<file path="config.mk">
export PLATFORM = sky130hd
export DESIGN_NAME = clken_monitor
export DESIGN_NICKNAME = d
export VERILOG_FILES = /design/src/rtl/clken_monitor.sv
export SDC_FILE = /design/constraint.sdc
export NUM_CORES = 1
export LEC_CHECK = 0
export BUFFER_PORTS_ARGS = -buffer_cell sky130_fd_sc_hd__buf_2
export CAP_MARGIN = 20
export CORE_MARGIN = 2
export CORE_UTILIZATION = 60
export CTS_CLUSTER_DIAMETER = 30
export DETAILED_ROUTE_END_ITERATION = 10
export PLACE_DENSITY = 0.82
export SLEW_MARGIN = 20
export SYNTH_ARGS = -nofsm -noshare
export SYNTH_HDL_FRONTEND = slang
export SYNTH_SLANG_ARGS = --single-unit
</file>
<file path="constraint.sdc">
create_clock -name clk25 -period 5.7 [get_ports clk25]
set_input_delay 1.14 -clock clk25 [delete_from_list [all_inputs] [get_ports clk25]]
set_output_delay 1.14 -clock clk25 [all_outputs]
set_load 0.01 [all_outputs]
</file>
<file path="src/rtl/clken_monitor.sv">
// clken_monitor
//   Watches the CPU clock-enable strobe from the system clock divider. It
//   measures the spacing between successive clken pulses in clk25 cycles,
//   reports every measured interval, declares lock after LOCK_COUNT
//   consecutive in-tolerance intervals, and raises a sticky fault when a
//   locked strobe drifts out of tolerance or stops.
//
// Ports
//   clk25        in   25 MHz master clock (only clock)
//   rst          in   synchronous active-high reset
//   clken        in   monitored enable strobe
//   fault_clr    in   single-cycle request to clear fault
//   period       out  last measured interval, CNT_WIDTH bits
//   period_valid out  one-cycle pulse when period updates
//   locked       out  high while the strobe runs at the expected rate
//   fault        out  sticky loss-of-strobe indication
module clken_monitor #(
  parameter int EXPECTED_PERIOD = 25,
  parameter int TOLERANCE       = 0,
  parameter int LOCK_COUNT      = 4,
  parameter int CNT_WIDTH       = 8
) (
  input  logic                 clk25,
  input  logic                 rst,
  input  logic                 clken,
  input  logic                 fault_clr,
  output logic [CNT_WIDTH-1:0] period,
  output logic                 period_valid,
  output logic                 locked,
  output logic                 fault
);

  localparam int GOOD_W = $clog2(LOCK_COUNT + 1);

  localparam logic [CNT_WIDTH-1:0] PERIOD_LO = CNT_WIDTH'(EXPECTED_PERIOD - TOLERANCE);
  localparam logic [CNT_WIDTH-1:0] PERIOD_HI = CNT_WIDTH'(EXPECTED_PERIOD + TOLERANCE);
  // cnt value on the cycle of the latest legal pulse slot
  localparam logic [CNT_WIDTH-1:0] LAST_SLOT = CNT_WIDTH'(EXPECTED_PERIOD + TOLERANCE - 1);
  localparam logic [GOOD_W-1:0]    GOOD_MAX  = GOOD_W'(LOCK_COUNT);

  if (LOCK_COUNT < 1) begin : g_bad_lock_count
    $error("clken_monitor: LOCK_COUNT must be at least 1");
  end
  if (EXPECTED_PERIOD <= TOLERANCE) begin : g_bad_tolerance
    $error("clken_monitor: EXPECTED_PERIOD must exceed TOLERANCE");
  end
  if (EXPECTED_PERIOD + TOLERANCE > (2 ** CNT_WIDTH) - 1) begin : g_bad_width
    $error("clken_monitor: CNT_WIDTH too small for EXPECTED_PERIOD+TOLERANCE");
  end

  typedef enum logic [1:0] {
    IDLE   = 2'd0,
    SEARCH = 2'd1,
    LOCKED = 2'd2
  } state_t;

  state_t                 state, state_nx;
  logic [CNT_WIDTH-1:0]   cnt, cnt_nx;
  logic [GOOD_W-1:0]      good, good_nx;
  logic [CNT_WIDTH-1:0]   period_nx;
  logic                   period_valid_nx;
  logic                   fault_nx;
  logic                   fault_event;
  logic [CNT_WIDTH-1:0]   interval;
  logic                   timeout;
  logic                   interval_ok;
  logic [GOOD_W-1:0]      good_inc;

  function automatic logic in_range(input logic [CNT_WIDTH-1:0] iv);
    return (iv >= PERIOD_LO) && (iv <= PERIOD_HI);
  endfunction

  function automatic logic [GOOD_W-1:0] sat_inc(input logic [GOOD_W-1:0] g);
    if (g >= GOOD_MAX)
      return GOOD_MAX;
    else
      return g + GOOD_W'(1);
  endfunction

  // Measurement and next-state decode
  always_comb begin
    state_nx        = state;
    cnt_nx          = clken ? '0 : cnt + CNT_WIDTH'(1);
    good_nx         = good;
    period_nx       = period;
    period_valid_nx = 1'b0;
    fault_event     = 1'b0;

    // In SEARCH/LOCKED cnt never passes LAST_SLOT, so cnt+1 cannot wrap
    // when a measurement is taken.
    interval    = cnt + CNT_WIDTH'(1);
    interval_ok = in_range(interval);
    good_inc    = sat_inc(good);
    timeout     = !clken && (cnt == LAST_SLOT);

    case (state)
      IDLE: begin
        // First pulse only establishes the reference edge.
        if (clken) begin
          state_nx = SEARCH;
          good_nx  = '0;
        end
      end

      SEARCH: begin
        if (clken) begin
          period_nx       = interval;
          period_valid_nx = 1'b1;
          if (interval_ok) begin
            good_nx = good_inc;
            if (good_inc == GOOD_MAX)
              state_nx = LOCKED;
          end else begin
            // Out-of-range pulse simply restarts the count from here.
            good_nx = '0;
          end
        end else if (timeout) begin
          state_nx = IDLE;
          good_nx  = '0;
        end
      end

      LOCKED: begin
        if (clken) begin
          period_nx       = interval;
          period_valid_nx = 1'b1;
          if (!interval_ok) begin
            fault_event = 1'b1;
            good_nx     = '0;
            state_nx    = SEARCH;
          end
        end else if (timeout) begin
          fault_event = 1'b1;
          good_nx     = '0;
          state_nx    = IDLE;
        end
      end

      default: begin
        state_nx = IDLE;
        good_nx  = '0;
      end
    endcase

    // A new fault takes priority over a simultaneous clear request.
    if (fault_event)
      fault_nx = 1'b1;
    else if (fault_clr)
      fault_nx = 1'b0;
    else
      fault_nx = fault;
  end

  // Registered state and outputs
  always_ff @(posedge clk25) begin
    if (rst) begin
      state        <= IDLE;
      cnt          <= '0;
      good         <= '0;
      period       <= '0;
      period_valid <= 1'b0;
      locked       <= 1'b0;
      fault        <= 1'b0;
    end else begin
      state        <= state_nx;
      cnt          <= cnt_nx;
      good         <= good_nx;
      period       <= period_nx;
      period_valid <= period_valid_nx;
      locked       <= (state_nx == LOCKED);
      fault        <= fault_nx;
    end
  end

endmodule

</file>
Word level (Yosys, flattened, before mapping)
Cells that the tools add are included.

operators by class
  add/subtract/negate cells = 2
  $lt $le $gt $ge = 3
  eq/ne operators = 7
  multiplexer cells = 23
  bitwise operators = 1
  reduce and logical (&&, ||, !) cells = 10

operators with widths
  cell                 number
  $mux 3               7
  $mux 2               7
  $pmux 3 s3           1
  $add 8x1->8 const B  1
  $eq 8x5->1 const B   1
  $ge 8x5->1 const B   1
  $le 8x5->1 const B   1
  $mux 1               7
  $pmux 2 s3           1
  $reduce_or 2->1      3
  $eq 2x2->1 const B   2
  $reduce_and 2->1     2
  $add 3x1->3 const B  1
  $eq 3x3->1 const B   1
  $ge 3x3->1 const B   1
  $ne 3x3->1 const B   1
  $eq 2x1->1 const B   1
  $logic_and 1x1->1    2
  $logic_not 2->1      1
  $ne 2x2->1 const B   1
  $reduce_bool 2->1    1
  $logic_not 1->1      1
  $not 1->1            1

storage, ports and cells
  register bits = 24
  input port bits = 4
  output and inout port bits = 11
  logic and storage cells = 53

Logic depth before layout (Yosys ltp)
  depth after elaboration = 8
  depth in mapped cells = 8

Worst setup path after synthesis
OpenSTA, ideal clock, no wires.

  path kind = in2reg
  start point = input port clken
  end point = register good[2]
  arrival time = 2.310 ns
  setup slack = 3.323 ns
  stages on the path = 7
  buffers on the path = 2
  cells stage by stage = clkbuf_1 and2_1 clkbuf_1 nor2b_1 nand3b_1 a211o_1 o21ai_2

on the way
  cells in the longest elaborated chain, start to end = 5
  elaborated cells on any way between the ends = 9
  classes of those cells = 2 x eq/ne; 4 x mux; 3 x reduce/logical

RTL lines
  element                           line      RTL
  start: declaration                25        input logic clken,
  $logic_not 1->1                   94        timeout = !clken && (cnt == LAST_SLOT);
  $logic_and 1x1->1                 94
  $mux 3                            -
  $mux 3, on equally long branches  124, 106
  $pmux 3 s3                        96        case (state)
  end signal: assignment            167       good <= good_nx;
  end: declaration                  59        logic [GOOD_W-1:0] good, good_nx;

Several ways; a longest one is shown, not always the timed one.
A chain may end at the register's enable or synchronous reset.

Worst setup path after layout
  start point = register cnt[0]
  end point = register good[2]

on the way
  cells in the longest elaborated chain, start to end = 6
  elaborated cells on any way between the ends = 13
  classes of those cells = 1 x add/sub; 2 x order compare; 2 x eq/ne; 5 x mux; 3 x reduce/logical

RTL lines
  element                                   line  RTL
  start: declaration                        58    logic [CNT_WIDTH-1:0] cnt, cnt_nx;
  start signal: assignment                  166   cnt <= cnt_nx;
  $add 8x1->8                               91    interval = cnt + CNT_WIDTH'(1);
  $ge 8x5->1 or $le 8x5->1 (tied branches)  70    return (iv >= PERIOD_LO) && (iv <= PERIOD_HI);
  $logic_and 1x1->1                         70
  $mux 3                                    109   if (interval_ok) begin
  $mux 3                                    106   if (clken) begin
  $pmux 3 s3                                96

Several ways; a longest one is shown, not always the timed one.

==> metrics.txt <==
vias in the first global route=926; die height=48.9 um; Data arrival, critical path=2660 ps; Post-CTS Setup Bufs=0; commonest non-fill, non-tap cells in the layout=dfxtp_1 (24), nor2_1 (19), buf_2 (14); drt initial violations=11; metal3 WL=55 um; CTS clk-pin slew, worst paths=120 ps; Post-CTS Hold Fix Bufs=0; ant diodes=0; YS warnings=0; layout cells sized above 1=0.149; fmax=416 MHz; Worst Hold Depth=2; WL met1=953 um; peak supply drop=0.204 mV; FF/Latch Area=480 sq um; multi-input logic area=647 sq um; post-route ant nets=0; number of synthesized register bits=24; die width=48.9 um; final worst path period share=0.422; 1st-pass router iterations=4; DIE AREA=2390 sq um; Reg-to-Reg End=good[2]$_SDFFE_PP0P_; Netlist cell types=40; register area share after synthesis=0.398; worst r2r path cells=7; Crit path required time=5950 ps; crit path max fanout=7; number of cell rows=16; Remaining DRCs=0; Static Leak=0.508 nW; CTS tree=done; WHS Endpoint=period[1]$_SDFFE_PP0P_; Area growth syn-to-layout=8.39%; fin. max-slew vios=0; CTS Sinks=24; GP Congestion=0.814; max_cap viols=0; root buf cell=clkbuf_4; Final Skew=1.89 ps; CP Class=flop to flop; post-synthesis net count=150; wire per inst=11.7 um; endpoint type of the worst setup path=flop; total grt overflow=0; first-pass GRT wire length=3.94 mm; final hold violations=0; Nets=161; Num CTS Buffers=3; WHS=499 ps; Syn Area/Cell=8.75 sq um; H-Tree Depth=1; measured slew at the worst slew-check pin=544 ps; # setup viols final=0; Slew HR=0.637; antenna violations before repair=0; vias per cell=5.39; # fillers=174; R2R Path Start=cnt[0]$_SDFF_PP0_; Initial Utilization=0.628; Hold Crit Class=flop to flop; RSZ-0062 raised after global routing=false; core area=1920 sq um; synthesized cell area=1210 sq um; top layer in use=met4; IO Port Bufs=14; cts repair resizes=0; Clk Latency, worst-skew pair=310 ps; setup TNS=0 ps; Period minus WS final=2400 ps; Power per Cell Area=224 nW/um^2; DR WL met2=1.01 mm; Worst Hold Launch=period[1]$_SDFFE_PP0P_; Clock Tree Buf Depth=2; flop2flop setup slack=3300 ps; status=complete, no violations; drt total wl=2.06 mm; vias=944; All-Layer GR Usage=0.208; synthesized instance count=138; # IOs=15; largest net degree at the start of global routing=17; DP HPWL=1.55 mm; Critical Path Start Type=flop; commonest non-fill, non-tap cell in the layout=dfxtp_1
report_power, final:
| part | total (mW) | internal (mW) | switching (mW) |
|---|---|---|---|
| sequential | 0.176 | 0.173 | 0.00349 |
| combinational | 0.0314 | 0.0132 | 0.0182 |
| clock | 0.0853 | 0.0390 | 0.0463 |
state kept, by name, indices dropped and copies added, names as in the netlist:
signal and count:
good 3, cnt 8, period 8, locked 1, fault 1, state 2
period_valid 1
area by class of cell:
type,count,share of cell area
clock buffers,4,0.0277
inverters,11,0.0315
multi-input cells,95,0.494
flip-flops and latches,24,0.367
well taps,27,0.0258
repair buffers,14,0.0535
how the worst max path moves through the flow:
stage	startpoint	endpoint	slack [ps]	cells after the start
finish	cnt[0]$_SDFF_PP0_	good[2]$_SDFFE_PP0P_	3300	7
global route	cnt[0]$_SDFF_PP0_	good[2]$_SDFFE_PP0P_	3150	7
CTS	cnt[0]$_SDFF_PP0_	good[2]$_SDFFE_PP0P_	3300	7
detailed placement	clken	good[1]$_SDFFE_PP0P_	3160	6
global placement	clken	good[2]$_SDFFE_PP0P_	3230	6
floorplan	clken	good[2]$_SDFFE_PP0P_	3320	7
through the flow:
step                setup slack [ps]  power (mW)  cell area (sq um)  instances   util
floorplan                       3320       0.203               1210        138      -
global placement                3230       0.210               1270        171  0.662
detailed placement              3160       0.212               1270        171  0.662
CTS                             3300       0.297               1310        175  0.681
global route                    3150       0.309               1310        175  0.681
finish                          3300       0.293               1310        175  0.681
critical path, cell delays in order (launching register included):
cell	delay, ps
dfxtp_1	420
ha_1	290
and3_1	190
o2111a_1	190
a21oi_1	40
or4b_1	680
o32a_4	430
o21ai_2	110
cell families after synthesis:
kind of cell    synth area share
buf+inv                   0.0663
simple gates               0.219
mux                      0.00829
compound gates             0.182
flops                      0.398
xor+xnor                  0.0435
fa+ha+maj                 0.0829
metal layers:
metal | vias up | global-route usage
li1 | 493 | -
met1 | 435 | 0.261
met2 | 11 | 0.358
met3 | 5 | 0.0368
met4 | 0 | 0.0714
met5 | - | 0
cells in the mapped netlist:
library cell | instances | area, sq um
nand4b_1 | 1 | 8.76
or4b_1 | 1 | 10.0
nand3_1 | 5 | 25.0
a21boi_1 | 2 | 15.0
o21ai_2 | 1 | 8.76
a31oi_1 | 1 | 6.26
o21a_1 | 1 | 7.51
mux2i_1 | 1 | 10.0
and3_1 | 1 | 6.26
o21bai_2 | 2 | 22.5
o21ai_0 | 4 | 20.0
buf_2 | 1 | 5.00
nand3b_1 | 4 | 30.0
a21oi_1 | 5 | 25.0
nor3_1 | 3 | 15.0
nand2b_1 | 1 | 6.26
nor4_1 | 2 | 12.5
xnor2_1 | 2 | 17.5
clkbuf_1 | 5 | 18.8
a211oi_1 | 7 | 52.6
o32ai_1 | 1 | 8.76
o32a_4 | 1 | 22.5
xor2_1 | 4 | 35.0
nand4_1 | 1 | 6.26
a211o_1 | 1 | 8.76
nand2_1 | 7 | 26.3
and2_1 | 1 | 6.26
nor4bb_1 | 1 | 10.0
ha_1 | 8 | 100
inv_1 | 11 | 41.3
nor2_1 | 19 | 71.3
buf_4 | 2 | 15.0
nor2b_1 | 1 | 6.26
o21ai_1 | 1 | 5.00
and4_1 | 1 | 8.76
dfxtp_1 | 24 | 480
nor4b_1 | 1 | 8.76
o2111a_1 | 1 | 11.3
or2_1 | 1 | 6.26
o22ai_1 | 1 | 6.26
Note: power is estimated with default switching activity, not from simulation.
